`src/rtl/branch_target_buffer.sv`:
```
// Direct-mapped BTB with 2-bit direction counters. Lookup is combinational with zero latency, and training lands on the next clk edge.
// There is no backpressure: resolve updates are accepted every RUN cycle and dropped while the init sweep runs.
module branch_target_buffer #(
    parameter int ENTRIES = 64,
    parameter int IDX_W   = $clog2(ENTRIES),
    parameter int TAG_W   = 30 - IDX_W
) (
    input  logic        clk,
    input  logic        rst,
    input  logic [31:0] pcF,
    output logic        predTaken,
    output logic [31:0] predTarget,
    output logic        btbReady,
    input  logic        exResolve,
    input  logic        exTaken,
    input  logic        exIsJalr,
    input  logic [31:0] exPc,
    input  logic [31:0] exTarget,
    input  logic        exMispredict,
    output logic [31:0] mispredCount
);

    typedef enum logic {S_INIT, S_RUN} state_t;

    typedef struct packed {
        logic             vld;
        logic [TAG_W-1:0] tag;
        logic [31:0]      tgt;
        logic [1:0]       ctr;
    } entry_t;

    state_t           state;
    logic [IDX_W-1:0] init_idx;
    entry_t           tbl [ENTRIES];

    logic [IDX_W-1:0] f_idx;
    logic [TAG_W-1:0] f_tag;
    logic             f_hit;
    logic [IDX_W-1:0] x_idx;
    logic [TAG_W-1:0] x_tag;
    logic             x_hit;
    logic [1:0]       x_ctr;
    logic             unused_pc_lsb;

    assign unused_pc_lsb = ^{pcF[1:0], exPc[1:0]};

    assign f_idx = pcF[IDX_W+1:2];
    assign f_tag = pcF[31:IDX_W+2];
    assign x_idx = exPc[IDX_W+1:2];
    assign x_tag = exPc[31:IDX_W+2];

    // Lookup sees pre-update contents; a same-cycle write is not bypassed.
    assign f_hit      = (state == S_RUN) && tbl[f_idx].vld && (tbl[f_idx].tag == f_tag);
    assign predTaken  = f_hit && tbl[f_idx].ctr[1];
    assign predTarget = predTaken ? tbl[f_idx].tgt : 32'd0;

    assign x_hit = tbl[x_idx].vld && (tbl[x_idx].tag == x_tag);
    assign x_ctr = tbl[x_idx].ctr;

    always_ff @(posedge clk) begin
        if (rst) begin
            state        <= S_INIT;
            init_idx     <= '0;
            btbReady     <= 1'b0;
            mispredCount <= 32'd0;
        end else if (state == S_INIT) begin
            tbl[init_idx].vld <= 1'b0;
            tbl[init_idx].ctr <= 2'b01;
            init_idx          <= init_idx + IDX_W'(1);
            if (init_idx == IDX_W'(ENTRIES - 1)) begin
                state    <= S_RUN;
                btbReady <= 1'b1;
            end
        end else if (exResolve) begin
            if (exMispredict)
                mispredCount <= mispredCount + 32'd1;
            // JALR targets depend on rs1, so a hit is dropped and a miss never allocates.
            if (exIsJalr) begin
                if (x_hit)
                    tbl[x_idx].vld <= 1'b0;
            end else if (exTaken) begin
                if (x_hit) begin
                    tbl[x_idx].tgt <= exTarget;
                    if (x_ctr != 2'b11)
                        tbl[x_idx].ctr <= x_ctr + 2'd1;
                end else begin
                    tbl[x_idx].vld <= 1'b1;
                    tbl[x_idx].tag <= x_tag;
                    tbl[x_idx].tgt <= exTarget;
                    tbl[x_idx].ctr <= 2'b10;
                end
            end else if (x_hit && x_ctr != 2'b00) begin
                tbl[x_idx].ctr <= x_ctr - 2'd1;
            end
        end
    end

endmodule

```
`config.mk`:
```
export PLATFORM = sky130hd
export DESIGN_NAME = branch_target_buffer
export DESIGN_NICKNAME = d
export VERILOG_FILES = /design/src/rtl/branch_target_buffer.sv
export SDC_FILE = /design/constraint.sdc
export NUM_CORES = 2
export LEC_CHECK = 0
export ABC_CLOCK_PERIOD_IN_PS = 8100
export BUFFER_PORTS_ARGS = -buffer_cell sky130_fd_sc_hd__buf_2
export CAP_MARGIN = 20
export CORE_ASPECT_RATIO = 2
export CORE_MARGIN = 10
export CORE_UTILIZATION = 55
export DETAILED_ROUTE_END_ITERATION = 10
export PLACE_DENSITY = 0.74
export SYNTH_ARGS = -nofsm -noshare
export SYNTH_HDL_FRONTEND = slang
export SYNTH_SLANG_ARGS = --single-unit
```
`constraint.sdc`:
```
create_clock -name clk -period 8.1 [get_ports clk]
set_input_delay 0.81 -clock clk [delete_from_list [all_inputs] [get_ports clk]]
set_output_delay 0.81 -clock clk [all_outputs]
set_load 0.005 [all_outputs]
```
Yosys cells after proc, flatten, opt, wreduce, memory -nomap -nowiden
Memories as Yosys holds them, arrays and structs flattened.
Cells that the tools add are included.
{"block": "word_totals", "reg_bits": 40, "latchBits": 0, "ramBits": 3776, "mem_bits_ro": 0, "input_bits": 102, "output_inout_bits": 66, "word_cells": 74, "n_memories": 1}
{"memory": "tbl", "words": 64, "width": 59, "rd": 2, "rd_clocked_by_memory_dff": 0, "wr": 1, "line_no": "34", "rtl": "entry_t tbl [ENTRIES];"}
{"block": "classes", "addsub": 4, "n_mul": 0, "div_mod_pow": 0, "order_cmp": 0, "eq_ne": 4, "shift": 0, "muxes": 47, "n_bitwise": 5, "reduce_logical": 9}
{"operator": "2-to-1 mux 32 bit", "count": 2}
{"operator": "2-to-1 mux 59 bit", "count": 1}
{"operator": "OR reduction 59 bit", "count": 1}
{"operator": "equality test 24 bit", "count": 2}
{"operator": "2-to-1 mux 1 bit", "count": 40}
{"operator": "adder 32 x 1 -> 32 bit (second input constant)", "count": 1}
{"operator": "adder 6 x 1 -> 6 bit (second input constant)", "count": 1}
{"operator": "equality test 6 bit (second input constant)", "count": 1}
{"operator": "2-to-1 mux 6 bit", "count": 1}
{"operator": "logical AND 1 bit", "count": 5}
{"operator": "2-to-1 mux 2 bit", "count": 2}
{"operator": "2-to-1 mux 4 bit", "count": 1}
{"operator": "bitwise OR 1 bit", "count": 4}
{"operator": "AND reduction 3 bit", "count": 1}
{"operator": "adder 2 x 1 -> 2 bit (second input constant)", "count": 1}
{"operator": "!= test 2 bit (second input constant)", "count": 1}
{"operator": "AND reduction 2 bit", "count": 1}
{"operator": "nonzero test 2 bit", "count": 1}
{"operator": "subtractor 2 x 1 -> 2 bit (second input constant)", "count": 1}
{"operator": "inverter 1 bit", "count": 1}

Logic depth before layout (Yosys ltp)
An unclocked memory read counts as a cell.
{"block": "logic_depth", "ltp_word": 14, "mapped_depth": 21, "depth_no_buf": 12}

Least setup slack after synthesis
No wires, ideal clock.
{"block": "synth_path", "path_type": "in2reg", "startpoint": "input port exPc[2]", "endpoint": "memory tbl[0][0] (netlist bit) (data pin)", "setup_ns": 0.548, "arrival_ns": 7.979, "required_time_ns": 7.552, "path_slack_ns": -0.427, "path_stages": 19, "n_path_buf": 9, "path_cell_list": "buf_6 -> buf_4 -> buf_6 -> buf_6 -> buf_4 -> buf_2 -> buf_2 -> buf_1 -> clkbuf_1 -> mux4_2 -> mux4_2 -> mux4_2 -> inv_1 -> ha_1 -> nand2b_1 -> o21ai_0 -> nor2_1 -> and2_1 -> a21oi_1"}
{"block": "synth_via", "elab_chain_cells": 14, "elab_cells_between_ends": 50, "classes_between": "2 x add/sub; 2 x eq/ne; 37 x mux; 4 x bitwise; 4 x reduce/logical; 1 x memory"}
{"item": "from (decl)", "line_no": "17", "rtl": "input logic [31:0] exPc,"}
{"item": "memory (64 x 59 bit) (*)"}
{"item": "equality test 24 bit / != test 2 bit (equally long branches)", "line_no": "57, 84"}
{"item": "logical AND 1 bit / 2-to-1 mux 1 bit (equally long branches)", "line_no": "57, 84"}
{"item": "2-to-1 mux 1 bit / logical AND 1 bit (equally long branches)", "line_no": "82, 92"}
{"item": "2-to-1 mux 1 bit, on equally long branches", "line_no": "81, 92"}
{"item": "2-to-1 mux 1 bit, on equally long branches", "line_no": "78, 81"}
{"item": "2-to-1 mux 1 bit, on equally long branches", "line_no": "74, 78"}
{"item": "2-to-1 mux 1 bit, on equally long branches", "line_no": "66, 74"}
{"item": "2-to-1 mux 1 bit, on equally long branches", "line_no": "61, 66"}
{"item": "2-to-1 mux 1 bit, on equally long branches"}
{"item": "bitwise OR 1 bit (no line) / 2-to-1 mux 1 bit (equally long branches)"}
{"item": "bitwise OR 1 bit (no line)"}
{"item": "OR reduction 59 bit (no line)"}
{"item": "2-to-1 mux 59 bit (no line) (*)"}
{"item": "to (decl)", "line_no": "34"}
Mark *: on every way between the ends. The rest lies on a longest branch, timed or not. The select of a mux whose other input is x is not followed.

Worst setup path after layout
{"block": "layout_path", "startpoint": "input port pcF[2]", "endpoint": "output port predTarget[12]"}
{"block": "layout_via", "elab_chain_cells": 5, "elab_cells_between_ends": 6, "classes_between": "1 x eq/ne; 1 x mux; 3 x reduce/logical; 1 x memory"}
{"item": "from (decl)", "line_no": "10", "rtl": "input logic [31:0] pcF,"}
{"item": "memory (64 x 59 bit) (*)"}
{"item": "equality test 24 bit / logical AND 1 bit (equally long branches)", "line_no": "53", "rtl": "assign f_hit = (state == S_RUN) && tbl[f_idx].vld && (tbl[f_idx].tag == f_tag);"}
{"item": "logical AND 1 bit", "line_no": "53"}
{"item": "logical AND 1 bit", "line_no": "54", "rtl": "assign predTaken = f_hit && tbl[f_idx].ctr[1];"}
{"item": "2-to-1 mux 32 bit (*)", "line_no": "55", "rtl": "assign predTarget = predTaken ? tbl[f_idx].tgt : 32'd0;"}
{"item": "to (decl)", "line_no": "12", "rtl": "output logic [31:0] predTarget,"}
Mark *: on every way between the ends. The rest lies on a longest branch, timed or not.

==> impl_results.md <==
* Status: finished, final reports clean
* CTS Hold Bufs at 0
* Fill count at slightly below 20000
* Drt total wl at between 400000 and 500000 µm
* Top cell type's share of synthesized area at between 70% and 80%
* Crit start category: input pin
* Hold/Removal Path Class: input pin to flip-flop
* Gpl congestion at 0.930
* Total CTS buffers at 324
* Gate Count Post-Synth at around 7500
* Post-CTS setup repair buffer count at 0
* Placed Area at around 0.17 mm²
* Synth cell types at between 70 and 80
* Tot GR Track Use at between 30 and 40%
* Total negative slack at 0 ns
* Sequential share of the synthesized area at 70.5%
* Top FF cell, synth: edfxtp_1
* Met3 WL at ~45000 µm
* CTS Root Cell: clkbuf_16
* Max Clock Freq at between 0.1 and 0.15 GHz
* Post-cts sizing count at 0
* Power Total at around 39000 µW
* Worst-Margin Slew at roughly 1.3 ns
* Async SR Flop Fraction at 0%
* Post-synth net total at ~7600
* RSZ-0062 raised after global routing: false
* Drt initial violations at 11700
* Largest net degree at the start of global routing at between 100 and 150
* Top cells by area, synth: edfxtp_1 70%, mux4_2 21%, mux2i_1 2.1%
* H-tree depth at 5
* Worst path arrival time at 5.88 ns
* P_leak at between 0.06 and 0.07 µW
* Antenna viol nets, final at 0
* Chip Height at 787 µm
* Dominant cell type by area after synthesis: edfxtp_1
* Clk_lat worst skew at between 0.9 and 1 ns
* Post-Route M1 WL at 144000 µm
* Area delta synth->final at 12.8%
* EDFF count, synth at roughly 3800
* Post-DR vias/cell at around 7.2
* CP top delay family: multiplexers
* Number of global-route vias before repair at about 90000
* CP max FO at 59
* Setup CP Type: input pin to primary output
* Die X at 404 µm
* Endpoints failing setup at 0
* Area of the multi-input gates at 0.0463 mm²
* TritonCTS clock tree: done
* Rows at about 280
* Final Cell Area at around 0.18 mm²
* Req. time, crit path at between 7 and 8 ns
* Slowest CP cell: xnor2_1
* Detailed-placement wirelength estimate at between 200000 and 300000 µm
* Crit share post-route at around 83%
* Drc violations at 0
* I/O Buffers at 163
* Starting density of the core at a little under three fifths
* Die footprint at roughly 0.32 mm²
* Yosys warns at 0
* CP Capture Type: primary output
* First-pass GRT wire length at a little under 700000 µm
* Clock tree buffer depth at 4
* Reg area at ~0.11 mm²
* Pins Over Slew Limit at 0
* CTS clk-pin slew, worst paths at around 0.07 ns
* Fin. Hold Viols at 0
* Top Layer Used: met5
* Routed len/inst at just over 40 µm
* Met2 WL at around 250000 µm
* Flops & latches, synth at about 3800
* Core ar. at roughly 0.29 mm²
* Max-cap check violation count at 0
* Mean area per synthesized cell at roughly 21 µm²
* Fraction of layout cells with a size suffix above 1 at between 30% and 40%
* Via count at 86400
* Mapped cell area at about 0.16 mm²
* Utilization after layout at between 60% and 70%
* Tmin final at 6.69 ns
* Max-slew headroom at between 10% and 20%
* Antenna violations before repair at 29
* Slowest stage delay, CP at between 0.7 and 0.8 ns
* Num Clock Sinks at between 3000 and 4000
* Boundary Pins at around 170
* First-pass iteration count of the detailed router at 6
* WP buf/inv at 6
* CP Cell Sequence: buf_12, buf_12, mux4_2, mux4_2, mux4_2, xnor2_1, nand4_1, nor2_1, buf_4, nand4_1, buf_4, a211oi_1, buf_4, buf_2
* Grt total ovfl at 0
* Power Density at about 210 mW/mm²
* Nets at 8077
* Clk_skew at about 0.062 ns
* Worst vdd ir at 0.193 mV
==> cell usage in the layout, fill, tap and decap left out, types with 21 or more instances in the layout <==
cell	count
edfxtp_1	3776
mux4_2	1525
mux2i_1	338
clkbuf_16	329
nor2_1	297
buf_4	283
buf_12	177
buf_2	154
nor2_4	129
a22oi_1	119
nand2_1	105
nand3_1	91
clkinv_2	64
xnor2_1	57
o21ai_0	52
clkinv_1	48
nor2b_1	47
clkbuf_1	47
a21oi_1	46
dfxtp_1	40
xor2_1	39
and2_2	36
bufinv_16	36
diode_2	30
and2_1	29
nand4_1	24
o22ai_1	22
a211oi_1	21
clkinvlp_4	21
==> registers in the layout, indices dropped and copies added, names as in the netlist <==
name          cells
tbl            3776
init_idx          6
btbReady          1
mispredCount     32
state             1
==> stage by stage <==
| step | setup slack [ns] | std cells | hold WS, ns |
|---|---|---|---|
| after floorplan | 0.424 | 7531 | 0.461 |
| after global placement | 1.14 | 11500 | 0.472 |
| after detailed placement | 1.05 | 11500 | 0.479 |
| after CTS | 1.38 | 12000 | 0.374 |
| after global routing | 1.23 | 12100 | 0.403 |
| final | 1.41 | 12100 | 0.413 |
==> cell families (layout without fill, tap and decap cells) <==
kind of cell	Yosys count	count (layout)	synth area share, %
compound gates	345	345	1.49
xor+xnor	96	96	0.519
fa+ha+maj	4	4	0.0309
buf+inv	525	1218	1.50
flops	3816	3816	70.5
mux	1878	1878	23.4
other cells	0	30	0
simple gates	867	867	2.50
==> Yosys cell counts (all sizes together), types with 3 or more instances <==
cell type,number
edfxtp,3776
mux4,1525
nor2,427
mux2i,338
buf,276
clkbuf,235
a22oi,119
nand2,105
nand3,91
and2,65
xnor2,57
o21ai,56
nor2b,52
a21oi,48
dfxtp,40
xor2,39
nand4,25
o22ai,22
a211oi,21
o211ai,19
or3,18
nor3,16
mux2,15
nand2b,14
inv,13
a221oi,12
and3,12
nand3b,11
nor4,11
a22o,9
a2bb2oi,6
or3b,6
a31oi,5
o21a,5
ha,4
o221ai,4
and4,3
or2,3
==> layer usage <==
metal / vias to the layer above / GRT usage, %
met5: - / 0
met2: 6340 / 52.6
met4: 8 / 22.6
met1: 45200 / 33.2
met3: 1844 / 5.49
li1: 33000 / -
==> final timing paths <==
| check | start | end | slack [ns] | cells after the start |
|---|---|---|---|---|
| worst min-delay path | exTarget[17] | tbl[0][19]$_DFFE_PP_ | 0.41 | 2 |
| worst max-delay path | pcF[2] | predTarget[12] | 1.41 | 14 |
| worst min register to register | mispredCount[31]$_SDFFE_PP0P_ | mispredCount[31]$_SDFFE_PP0P_ | 0.49 | 2 |
| worst max register to register | tbl[19][51]$_DFFE_PP_ | tbl[37][39]$_DFFE_PP_ | 2.47 | 13 |
==> where the power goes <==
part	total (µW)	switching [µW]	leakage (µW)	internal (µW)
logic	1490	939	0.0174	552
registers	21300	4.44	0.0436	21300
clock network	16000	7270	0.00514	8680
==> area by class of cell <==
type | instances | share of cell area, %
tap | 3820 | 2.62
clock inverter | 202 | 1.18
timing repair buffer | 625 | 3.61
inverter | 14 | 0.0288
sequential | 3816 | 62.5
antenna | 30 | 0.0411
multi-input combinational | 3190 | 25.4
clock buffer | 377 | 4.61
Power figures use the tool's default switching activity.
